===== src/rtl/axis_msg_streamer_if.sv =====
// AXI-Stream handshake bundle between the message streamer and its downstream sink.
// The master drives data/valid/last; the slave returns ready.
interface axis_msg_streamer_if #(
   parameter int unsigned WIDTH = 8
) ();
   logic [WIDTH-1:0] data;
   logic             valid;
   logic             last;
   logic             ready;

   modport master (
      output data,
      output valid,
      output last,
      input  ready
   );

   modport slave (
      input  data,
      input  valid,
      input  last,
      output ready
   );
endinterface


===== src/rtl/axis_msg_streamer.sv =====
// AXI-Stream packet source: streams a loaded message buffer with last on the final beat,
// optionally looping packets until a stop request lands on a packet boundary.
module axis_msg_streamer #(
   parameter  int unsigned WIDTH = 8,
   parameter  int unsigned DEPTH = 16,
   localparam int unsigned AW    = $clog2(DEPTH)
) (
   input  logic                 clk,
   input  logic                 rst,
   input  logic                 load_en_i,
   input  logic [AW-1:0]        load_addr_i,
   input  logic [WIDTH-1:0]     load_data_i,
   input  logic [AW:0]          msg_len_i,
   input  logic                 repeat_mode_i,
   input  logic                 start_i,
   input  logic                 stop_i,
   axis_msg_streamer_if.master  m_axis,
   output logic                 busy_o,
   output logic                 done_o,
   output logic                 load_err_o,
   output logic [15:0]          pkt_cnt_o
);

   localparam logic [AW:0] DepthLen = (AW+1)'(DEPTH);

   typedef enum logic [0:0] {StIdle, StStream} state_e;

   state_e           state_q, state_d;
   logic [WIDTH-1:0] mem_q [DEPTH];
   logic [AW-1:0]    idx_q, idx_d;
   logic [AW:0]      len_q, len_d;
   logic             rep_q, rep_d;
   logic             stop_pend_q, stop_pend_d;
   logic [WIDTH-1:0] data_q, data_d;
   logic             valid_q, valid_d;
   logic             last_q, last_d;
   logic             done_q, done_d;
   logic             load_err_q, load_err_d;
   logic [15:0]      pkt_cnt_q, pkt_cnt_d;

   logic             wr_en;
   logic             start_ok;
   logic             hs;
   logic             pkt_end;
   logic             wrap;
   logic [AW:0]      eff_len;
   logic [AW-1:0]    idx_nxt;
   logic [WIDTH-1:0] head_word;

   assign wr_en    = load_en_i && (state_q == StIdle);
   assign start_ok = start_i && (state_q == StIdle);
   assign hs       = valid_q && m_axis.ready;
   assign pkt_end  = (state_q == StStream) && hs && last_q;
   // A stop arriving on the final handshake still makes this packet the last one.
   assign wrap     = pkt_end && rep_q && !stop_pend_q && !stop_i;
   assign eff_len  = (msg_len_i > DepthLen) ? DepthLen : msg_len_i;
   assign idx_nxt  = idx_q + AW'(1);
   // Same-edge write to address 0 must be visible in the first beat.
   assign head_word = (wr_en && (load_addr_i == '0)) ? load_data_i : mem_q[0];

   always_ff @(posedge clk or posedge rst) begin
      if (rst) begin
         for (int i = 0; i < int'(DEPTH); i++) begin
            mem_q[i] <= '0;
         end
      end else if (wr_en) begin
         mem_q[load_addr_i] <= load_data_i;
      end
   end

   always_ff @(posedge clk or posedge rst) begin
      if (rst) begin
         state_q <= StIdle;
      end else begin
         state_q <= state_d;
      end
   end

   always_comb begin
      state_d = state_q;
      unique case (state_q)
         StIdle: begin
            if (start_ok && (eff_len != '0)) begin
               state_d = StStream;
            end
         end
         StStream: begin
            if (pkt_end && !wrap) begin
               state_d = StIdle;
            end
         end
         default: state_d = StIdle;
      endcase
   end

   always_comb begin
      idx_d       = idx_q;
      len_d       = len_q;
      rep_d       = rep_q;
      stop_pend_d = stop_pend_q;
      data_d      = data_q;
      valid_d     = valid_q;
      last_d      = last_q;
      done_d      = 1'b0;
      load_err_d  = load_err_q;
      pkt_cnt_d   = pkt_cnt_q;

      if (start_ok) begin
         load_err_d = 1'b0;
      end else if (load_en_i && (state_q == StStream)) begin
         load_err_d = 1'b1;
      end

      unique case (state_q)
         StIdle: begin
            stop_pend_d = 1'b0;
            if (start_ok) begin
               len_d = eff_len;
               rep_d = repeat_mode_i;
               idx_d = '0;
               if (eff_len == '0) begin
                  done_d = 1'b1;
               end else begin
                  valid_d = 1'b1;
                  data_d  = head_word;
                  last_d  = (eff_len == (AW+1)'(1));
               end
            end
         end
         StStream: begin
            if (stop_i && rep_q) begin
               stop_pend_d = 1'b1;
            end
            if (hs) begin
               if (last_q) begin
                  pkt_cnt_d = pkt_cnt_q + 16'd1;
                  idx_d     = '0;
                  if (wrap) begin
                     data_d = head_word;
                     last_d = (len_q == (AW+1)'(1));
                  end else begin
                     valid_d     = 1'b0;
                     last_d      = 1'b0;
                     done_d      = 1'b1;
                     stop_pend_d = 1'b0;
                  end
               end else begin
                  idx_d  = idx_nxt;
                  data_d = mem_q[idx_nxt];
                  last_d = ((AW+1)'(idx_q) + (AW+1)'(2)) == len_q;
               end
            end
         end
         default: ;
      endcase
   end

   always_ff @(posedge clk or posedge rst) begin
      if (rst) begin
         idx_q       <= '0;
         len_q       <= '0;
         rep_q       <= 1'b0;
         stop_pend_q <= 1'b0;
         data_q      <= '0;
         valid_q     <= 1'b0;
         last_q      <= 1'b0;
         done_q      <= 1'b0;
         load_err_q  <= 1'b0;
         pkt_cnt_q   <= '0;
      end else begin
         idx_q       <= idx_d;
         len_q       <= len_d;
         rep_q       <= rep_d;
         stop_pend_q <= stop_pend_d;
         data_q      <= data_d;
         valid_q     <= valid_d;
         last_q      <= last_d;
         done_q      <= done_d;
         load_err_q  <= load_err_d;
         pkt_cnt_q   <= pkt_cnt_d;
      end
   end

   assign m_axis.data  = data_q;
   assign m_axis.valid = valid_q;
   assign m_axis.last  = last_q;
   assign busy_o       = (state_q == StStream);
   assign done_o       = done_q;
   assign load_err_o   = load_err_q;
   assign pkt_cnt_o    = pkt_cnt_q;

endmodule


===== src/flat_wrapper.sv =====
// flat-port wrapper written by rule: the top's interface ports become plain ports
module axis_msg_streamer_flat 
#(
   parameter  int unsigned WIDTH = 8,
   parameter  int unsigned DEPTH = 16,
   localparam int unsigned AW    = $clog2(DEPTH)
)
  (clk, rst, load_en_i, load_addr_i, load_data_i, msg_len_i, repeat_mode_i, start_i, stop_i, busy_o, done_o, load_err_o, pkt_cnt_o, m_axis_data, m_axis_valid, m_axis_last, m_axis_ready);
  axis_msg_streamer_if #(.WIDTH(WIDTH)) m_axis_i ();
  input  logic clk;
  input  logic rst;
  input  logic load_en_i;
  input  logic [AW-1:0] load_addr_i;
  input  logic [WIDTH-1:0] load_data_i;
  input  logic [AW:0] msg_len_i;
  input  logic repeat_mode_i;
  input  logic start_i;
  input  logic stop_i;
  output logic busy_o;
  output logic done_o;
  output logic load_err_o;
  output logic [15:0] pkt_cnt_o;
  output wire logic [$bits(m_axis_i.data)-1:0] m_axis_data;
  output wire logic [$bits(m_axis_i.valid)-1:0] m_axis_valid;
  output wire logic [$bits(m_axis_i.last)-1:0] m_axis_last;
  input wire logic [$bits(m_axis_i.ready)-1:0] m_axis_ready;
  assign m_axis_data = m_axis_i.data;
  assign m_axis_valid = m_axis_i.valid;
  assign m_axis_last = m_axis_i.last;
  assign m_axis_i.ready = m_axis_ready;
  axis_msg_streamer #(.WIDTH(WIDTH), .DEPTH(DEPTH)) u_core (.clk(clk), .rst(rst), .load_en_i(load_en_i), .load_addr_i(load_addr_i), .load_data_i(load_data_i), .msg_len_i(msg_len_i), .repeat_mode_i(repeat_mode_i), .start_i(start_i), .stop_i(stop_i), .m_axis(m_axis_i), .busy_o(busy_o), .done_o(done_o), .load_err_o(load_err_o), .pkt_cnt_o(pkt_cnt_o));
endmodule

===== config.mk =====
export PLATFORM = sky130hd
export DESIGN_NAME = axis_msg_streamer_flat
export DESIGN_NICKNAME = d
export VERILOG_FILES = /design/src/rtl/axis_msg_streamer_if.sv /design/src/rtl/axis_msg_streamer.sv /design/src/flat_wrapper.sv
export SDC_FILE = /design/constraint.sdc
export NUM_CORES = 1
export LEC_CHECK = 0
export ABC_CLOCK_PERIOD_IN_PS = 4750
export CAP_MARGIN = 30
export CELL_PAD_IN_SITES_DETAIL_PLACEMENT = 1
export CELL_PAD_IN_SITES_GLOBAL_PLACEMENT = 1
export CORE_ASPECT_RATIO = 1.5
export CORE_MARGIN = 2
export CORE_UTILIZATION = 45
export CTS_CLUSTER_DIAMETER = 120
export DETAILED_ROUTE_END_ITERATION = 10
export HOLD_SLACK_MARGIN = 0.15
export PLACE_DENSITY = 0.75
export SETUP_SLACK_MARGIN = 0.3
export SYNTH_ARGS = -nofsm -noshare
export SYNTH_HDL_FRONTEND = slang
export SYNTH_SLANG_ARGS = --single-unit

===== constraint.sdc =====
create_clock -name clk -period 4.75 [get_ports clk]
set_clock_uncertainty 0.15 [all_clocks]
set_input_delay 0.475 -clock clk [delete_from_list [all_inputs] [get_ports clk]]
set_output_delay 0.475 -clock clk [all_outputs]
set_load 0.05 [all_outputs]

### After elaboration in Yosys (flattened, before gate mapping)

Cells that the tools add are included.

| cells by class | value |
|---|---|
| muxes and demuxes | 46 |
| $add $sub $neg | 3 |
| reductions and logical operators | 27 |
| $lt $le $gt $ge | 4 |
| eq/ne operators | 9 |
| bitwise operators | 3 |

Operators by type and width:

| cell | number |
|---|---|
| 128-bit bitwise mux | 1 |
| 8-bit 2-to-1 mux | 9 |
| 8-bit binary-select mux with 4-bit select | 1 |
| 8-bit demux with 4-bit select | 1 |
| 1-bit 2-to-1 mux | 23 |
| 16-bit by 1-bit adder with 16-bit output (second input constant) | 1 |
| 8-bit case mux with 2 select lines | 1 |
| 1-bit logical AND | 14 |
| 4-bit 2-to-1 mux | 3 |
| 5-bit by 1-bit equality test with 1-bit output (second input constant) | 2 |
| 5-bit >= comparator (second input constant) | 2 |
| 4-bit NOT with 5-bit output | 2 |
| 1-bit case mux with 2 select lines | 5 |
| 2-bit != test (second input constant) | 4 |
| 4-bit case mux with 2 select lines | 1 |
| 3-bit AND reduction | 2 |
| 4-bit by 2-bit adder with 5-bit output (second input constant) | 1 |
| 5-bit equality test | 1 |
| 5-bit > comparator (second input constant) | 1 |
| 5-bit logical NOT | 1 |
| 5-bit by 1-bit < comparator with 1-bit output (second input constant) | 1 |
| 5-bit 2-to-1 mux | 1 |
| 5-bit AND reduction | 1 |
| 5-bit nonzero test | 1 |
| other kinds (9) | 12 |

| word-level totals | value |
|---|---|
| output and inout bits | 29 |
| input port bits | 24 |
| logic and storage cells | 119 |
| register bits after elaboration | 168 |

### Logic depth before layout (Yosys ltp)

| depth | value |
|---|---|
| word-level depth | 10 |
| mapped depth | 8 |
| depth with buffers taken out | 6 |

### Least setup slack after synthesis

OpenSTA, ideal clock, no wires.

| path | value |
|---|---|
| path kind | reg-to-reg |
| start point | register u_core.state_q (netlist: u_core.busy_o) |
| end point | register u_core.pkt_cnt_q[13] (netlist: u_core.pkt_cnt_o[13]) |
| arrival time | 1.891 ns |
| clock period less this slack | 2.182 ns |
| data required time | 4.459 ns |
| cell stages (with the launch flop) | 8 |
| library setup time | 0.141 ns |
| path buffers | 2 |
| path slack | 2.568 ns |
| cells stage by stage | dfrtp_1 > buf_2 > and4_1 > buf_2 > nand4_1 > nor2_1 > nand3_1 > xnor2_1 |

| on the way | value |
|---|---|
| longest elaborated chain between the ends | 1 |

RTL lines:

| item | RTL line | source |
|---|---|---|
| from (decl) | axis_msg_streamer.sv:28 | `state_e state_q, state_d;` |
| from (signal assigned) | axis_msg_streamer.sv:73 | `state_q <= StIdle;` |
| from (signal assigned) | axis_msg_streamer.sv:75 | `state_q <= state_d;` |
| 3-bit AND reduction (no source line) | n/a |  |
| to (signal assigned) | axis_msg_streamer.sv:180 | `pkt_cnt_q <= pkt_cnt_d;` |
| to (decl) | axis_msg_streamer.sv:39 | `logic [15:0] pkt_cnt_q, pkt_cnt_d;` |

Every way passes these cells.
A chain may end at the register's enable or synchronous reset.

### Worst setup path in the final report

| path | value |
|---|---|
| start point | register u_core.idx_q[0] |
| end point | register u_core.data_q[0] (netlist: u_core.m_axis.data[0]) |

| on the way | value |
|---|---|
| longest elaborated chain between the ends | 8 |

RTL lines:

| item | RTL line | source |
|---|---|---|
| from (decl) | axis_msg_streamer.sv:30 | `logic [AW-1:0] idx_q, idx_d;` |
| from (signal assigned) | axis_msg_streamer.sv:171 | `idx_q <= idx_d;` |
| 4-bit by 1-bit adder with 4-bit output | axis_msg_streamer.sv:57 | `assign idx_nxt = idx_q + AW'(1);` |
| 4-bit NOT with 5-bit output (not written as such) | axis_msg_streamer.sv:149 | `data_d = mem_q[idx_nxt];` |
| 8-bit binary-select mux with 4-bit select | axis_msg_streamer.sv:149 |  |
| 8-bit 2-to-1 mux (not written as such) (2 in series) | axis_msg_streamer.sv:149 |  |
| 8-bit 2-to-1 mux | axis_msg_streamer.sv:135 | `if (last_q) begin` |
| 8-bit 2-to-1 mux | axis_msg_streamer.sv:134 | `if (hs) begin` |
| 8-bit case mux with 2 select lines | axis_msg_streamer.sv:114 | `unique case (state_q)` |
| to (signal assigned) | axis_msg_streamer.sv:175 | `data_q <= data_d;` |
| to (decl) | axis_msg_streamer.sv:34 | `logic [WIDTH-1:0] data_q, data_d;` |

Every way passes these cells. The select of a mux whose other input is x is not followed.

==> out/qor_table.md <==
| Quantity | This run | Unit |
| --- | --- | --- |
| Detail-routed net length per standard cell | 23.15 | µm |
| TritonCTS clock tree | yes | - |
| Detail Route Antenna Nets | 0 | - |
| Pin count of the biggest net entering global routing | 169 | - |
| Critical path start-end classification | reg2reg | - |
| Cells along the critical path | buf_4 > nand2_4 > xnor2_4 > mux2i_1 > mux2_2 > a211oi_2 | - |
| Lkg Pwr | 0.004162 | µW |
| Filler cells | 1,721 | - |
| Via count of the routed design | 4,782 | - |
| Final TNS setup | 0 | ns |
| Transition time of the tightest slew-check pin | 1.039 | ns |
| Global placer's final weighted congestion | 0.7612 | - |
| Number of distinct standard cells referenced by the synthesized netlist | 42 | - |
| Result of the run | finished, final reports clean | - |
| Final Hold Violating Endpoints | 0 | - |
| Library cell contributing the largest single delay on the critical path | sky130_fd_sc_hd__xnor2_4 | - |
| Net count of the mapped netlist | 578 | - |
| Initial DRC count | 276 | - |
| Number of gates resized after CTS | 0 | - |
| End-of-flow core utilization | 0.5311 | - |
| Clock insertion delay at the later pin of the skew report | 0.43 | ns |
| Remaining design rule violation count | 0 | - |
| Num rows | 59 | - |
| Portion of the post-synthesis area used by sequential elements | 0.5332 | - |
| Met2 layer usage reported by global route | 0.4026 | - |
| Setup repair after global routing missed its margin | no | - |
| Boundary pin count | 53 | - |
| Normalized max-slew margin | 0.3060 | - |
| Max stage delay on crit path | 0.76 | ns |
| Required arrival time at the worst endpoint | 4.95 | ns |
| Number of search-and-repair iterations in the first detailed-routing pass | 4 | - |
| Highest net fanout along the worst path | 36 | - |
| Overall routing resource usage | 0.2186 | - |
| Switching Fraction | 0.3381 | - |
| Horizontal extent of the die | 112.1 | µm |
| Multi-input combinational cell area | 3508 | µm² |
| Final Worst Setup Slack | 1.776 | ns |
| Post-synth EDFFs | 0 | - |
| Num Clock Sinks | 168 | - |
| Part of the total power dissipated in the clock network | 0.254 | - |
| Final Total Pwr | 5377 | µW |
| Post-CTS repair timing setup buffer count | 0 | - |
| Area enclosed by the die boundary | 18,620 | µm² |
| Maximum vdd drop | 0.0003967 | V |
| Sum of buffers and inverters on the critical path | 1 | - |
| Fraction of layout instances using a drive strength above 1 | 0.3463 | - |
| Combinational power share | 0.351 | - |
| Top FF cell, synth | sky130_fd_sc_hd__dfrtp_1 | - |
| CTS root buf | sky130_fd_sc_hd__clkbuf_16 | - |
| Max-cap violation count | 0 | - |
| Cell Area, Placed | 8592 | µm² |
| Flop pwr share | 0.395 | - |
| TritonCTS Buffers | 17 | - |
| N_diodes | 0 | - |
| Area of the placeable core | 17,270 | µm² |
| Most frequent cells in the layout | sky130_fd_sc_hd__dfrtp_1 (167), sky130_fd_sc_hd__mux2_2 (128), sky130_fd_sc_hd__clkdlybuf4s50_1 (52) | - |
| Most used routing layer | met2 | - |
| Number of antenna violations at the first check in global routing | 0 | - |
| Dpl ws | 1.742 | ns |
| Number of synthesized register bits | 168 | - |
| Leading cell type in the layout, fill and taps excluded | sky130_fd_sc_hd__dfrtp_1 | - |
| Met3 track utilization from global routing | 0.04234 | - |
| Number of vias per cell | 5.775 | - |
| Async SR Flop Fraction | 1.000 | - |
| Initial cell density of the core | 0.4564 | - |
| Critical path endpoint category | flip-flop | - |
| Final cycle utilization of the critical path | 0.6261 | - |
| Kind of launch point of the worst setup path | flip-flop | - |
| Yosys synthesis warning count | 0 | - |
| Wire length of the first global-routing pass | 30,910 | µm |
| Count of nets after finishing | 629 | - |
| Final HPWL from detailed placement | 12,760 | µm |
| Average instance area after synthesis | 14.31 | µm² |
| Final standard cell area without fillers | 9175 | µm² |
| Footprint of the flip-flops and latches | 4205 | µm² |
| H-tree levels | 4 | - |
| Total Routed Length | 19,170 | µm |
| Total power divided by cell area | 586.0 | nW/µm² |
| Post-Synthesis Cell Area | 7884 | µm² |
| Total of endpoints with negative setup slack in the final report | 0 | - |
| Worst min-delay path class | reg2reg | - |
| Met1 Track Usage GR | 0.2472 | - |
| CP delay by family, top | XOR/XNOR gates | - |
| Post-Syn Instances | 551 | - |
| Die Ht | 166.1 | µm |
| Synth-to-layout area growth | 16.38 | % |
| Number of input and output port buffers inserted | 52 | - |
| Highest clock rate | 0.3362 | GHz |
| Internal power | 3559 | µW |
| Hold-fix buffer count after cts | 0 | - |
| Psw | 1818 | µW |
| Data arrival time of the worst path | 3.17 | ns |
| Clk buf depth | 2 | - |
| Final Slew Violations | 0 | - |
| Clk pin slew, worst setup/hold paths | 0.06 | ns |
| Global-route congestion overflow total | 0 | - |
| Post-route minimum period | 2.974 | ns |
| Via count of the first global-routing pass | 5,489 | - |
==> logic make-up after synthesis <==
logic type,synth area share
buffers and inverters,0.02206
flip-flops,0.5332
adder cells (fa/ha/maj),0.004762
XOR/XNOR,0.02793
AND/OR/NAND/NOR,0.07808
multiplexers,0.3065
AO/OA/AOI/OAI,0.02746
==> cell usage after synthesis, drive strengths merged (2+ instances only) <==
| master | n | area (µm²) |
|---|---|---|
| inv | 2 | 7.510 |
| and4 | 2 | 17.52 |
| mux2i | 16 | 160.2 |
| xor2 | 10 | 87.58 |
| a22o | 2 | 17.52 |
| nor2b | 17 | 106.4 |
| xnor2 | 13 | 132.6 |
| nand4 | 5 | 31.28 |
| nand3b | 4 | 30.03 |
| nor3 | 9 | 45.04 |
| mux4 | 32 | 724.4 |
| and3 | 9 | 56.30 |
| nor2 | 13 | 48.80 |
| nand2 | 41 | 161.4 |
| dfrtp | 168 | 4204 |
| a21oi | 3 | 15.01 |
| buf | 17 | 121.4 |
| clkbuf | 12 | 45.04 |
| a211oi | 8 | 100.1 |
| nor4 | 2 | 12.51 |
| mux2 | 136 | 1531 |
| ha | 3 | 37.54 |
| nand3 | 10 | 50.05 |
| o21ai | 6 | 30.03 |
==> power by group through the flow <==
stage	clock network, µW	logic (µW)	registers (µW)
detailed placement	0	1900	2140
floorplan	0	1260	2240
global placement	0	1830	2110
global route	1460	2020	2180
finish	1370	1890	2130
CTS	1400	1920	2120
==> state kept, by name, summed over array words and instances (netlist names) <==
register             count
u_core.mem_q           128
u_core.pkt_cnt_o        16
u_core.m_axis.data       8
u_core.len_q             5
u_core.idx_q             4
u_core.busy_o            1
u_core.done_o            1
u_core.load_err_o        1
u_core.m_axis.last       1
u_core.m_axis.valid      1
u_core.rep_q             1
u_core.stop_pend_q       1
==> final cells by class <==
cell class,instances,share of cell area
inverters,2,0.001227
clock buffers,21,0.05018
well taps,213,0.02905
flip-flops and latches,168,0.4583
multi-input cells,352,0.3824
clock inverters,11,0.01336
repair buffers,61,0.06546
==> metal layers <==
layer	part of all wire	vias to the layer above
li1	-	2110
met1	0.39	2543
met2	0.55	96
met3	0.028	33
met4	0.031	0
met5	0	-
==> final timing paths <==
kind / from / endpoint / slack (ns) / depth (start not counted)
max in group asynchronous: rst / u_core.busy_o$_DFF_PP0_ / 3.21 / 3
min in group asynchronous: rst / u_core.len_q[3]$_DFFE_PP0P_ / 0.43 / 3
worst max register to register: u_core.idx_q[0]$_DFFE_PP0P_ / u_core.m_axis.data[0]$_DFFE_PP0P_ / 1.78 / 6
worst min register to register: u_core.pkt_cnt_o[15]$_DFFE_PP0N_ / u_core.pkt_cnt_o[15]$_DFFE_PP0N_ / 0.34 / 1
worst min-delay path: u_core.pkt_cnt_o[15]$_DFFE_PP0N_ / u_core.pkt_cnt_o[15]$_DFFE_PP0N_ / 0.34 / 1
worst max-delay path: u_core.idx_q[0]$_DFFE_PP0P_ / u_core.m_axis.data[0]$_DFFE_PP0P_ / 1.78 / 6
==> metrics by stage <==
step           hold slack, ns  std cells
2_1_floorplan          0.3026        551
5_1_grt                0.3587        828
4_1_cts                0.3389        828
3_3_place_gp           0.3160        794
6_report               0.3351        828
3_5_place_dp           0.3243        796
Note: power is estimated with default switching activity, not from simulation.
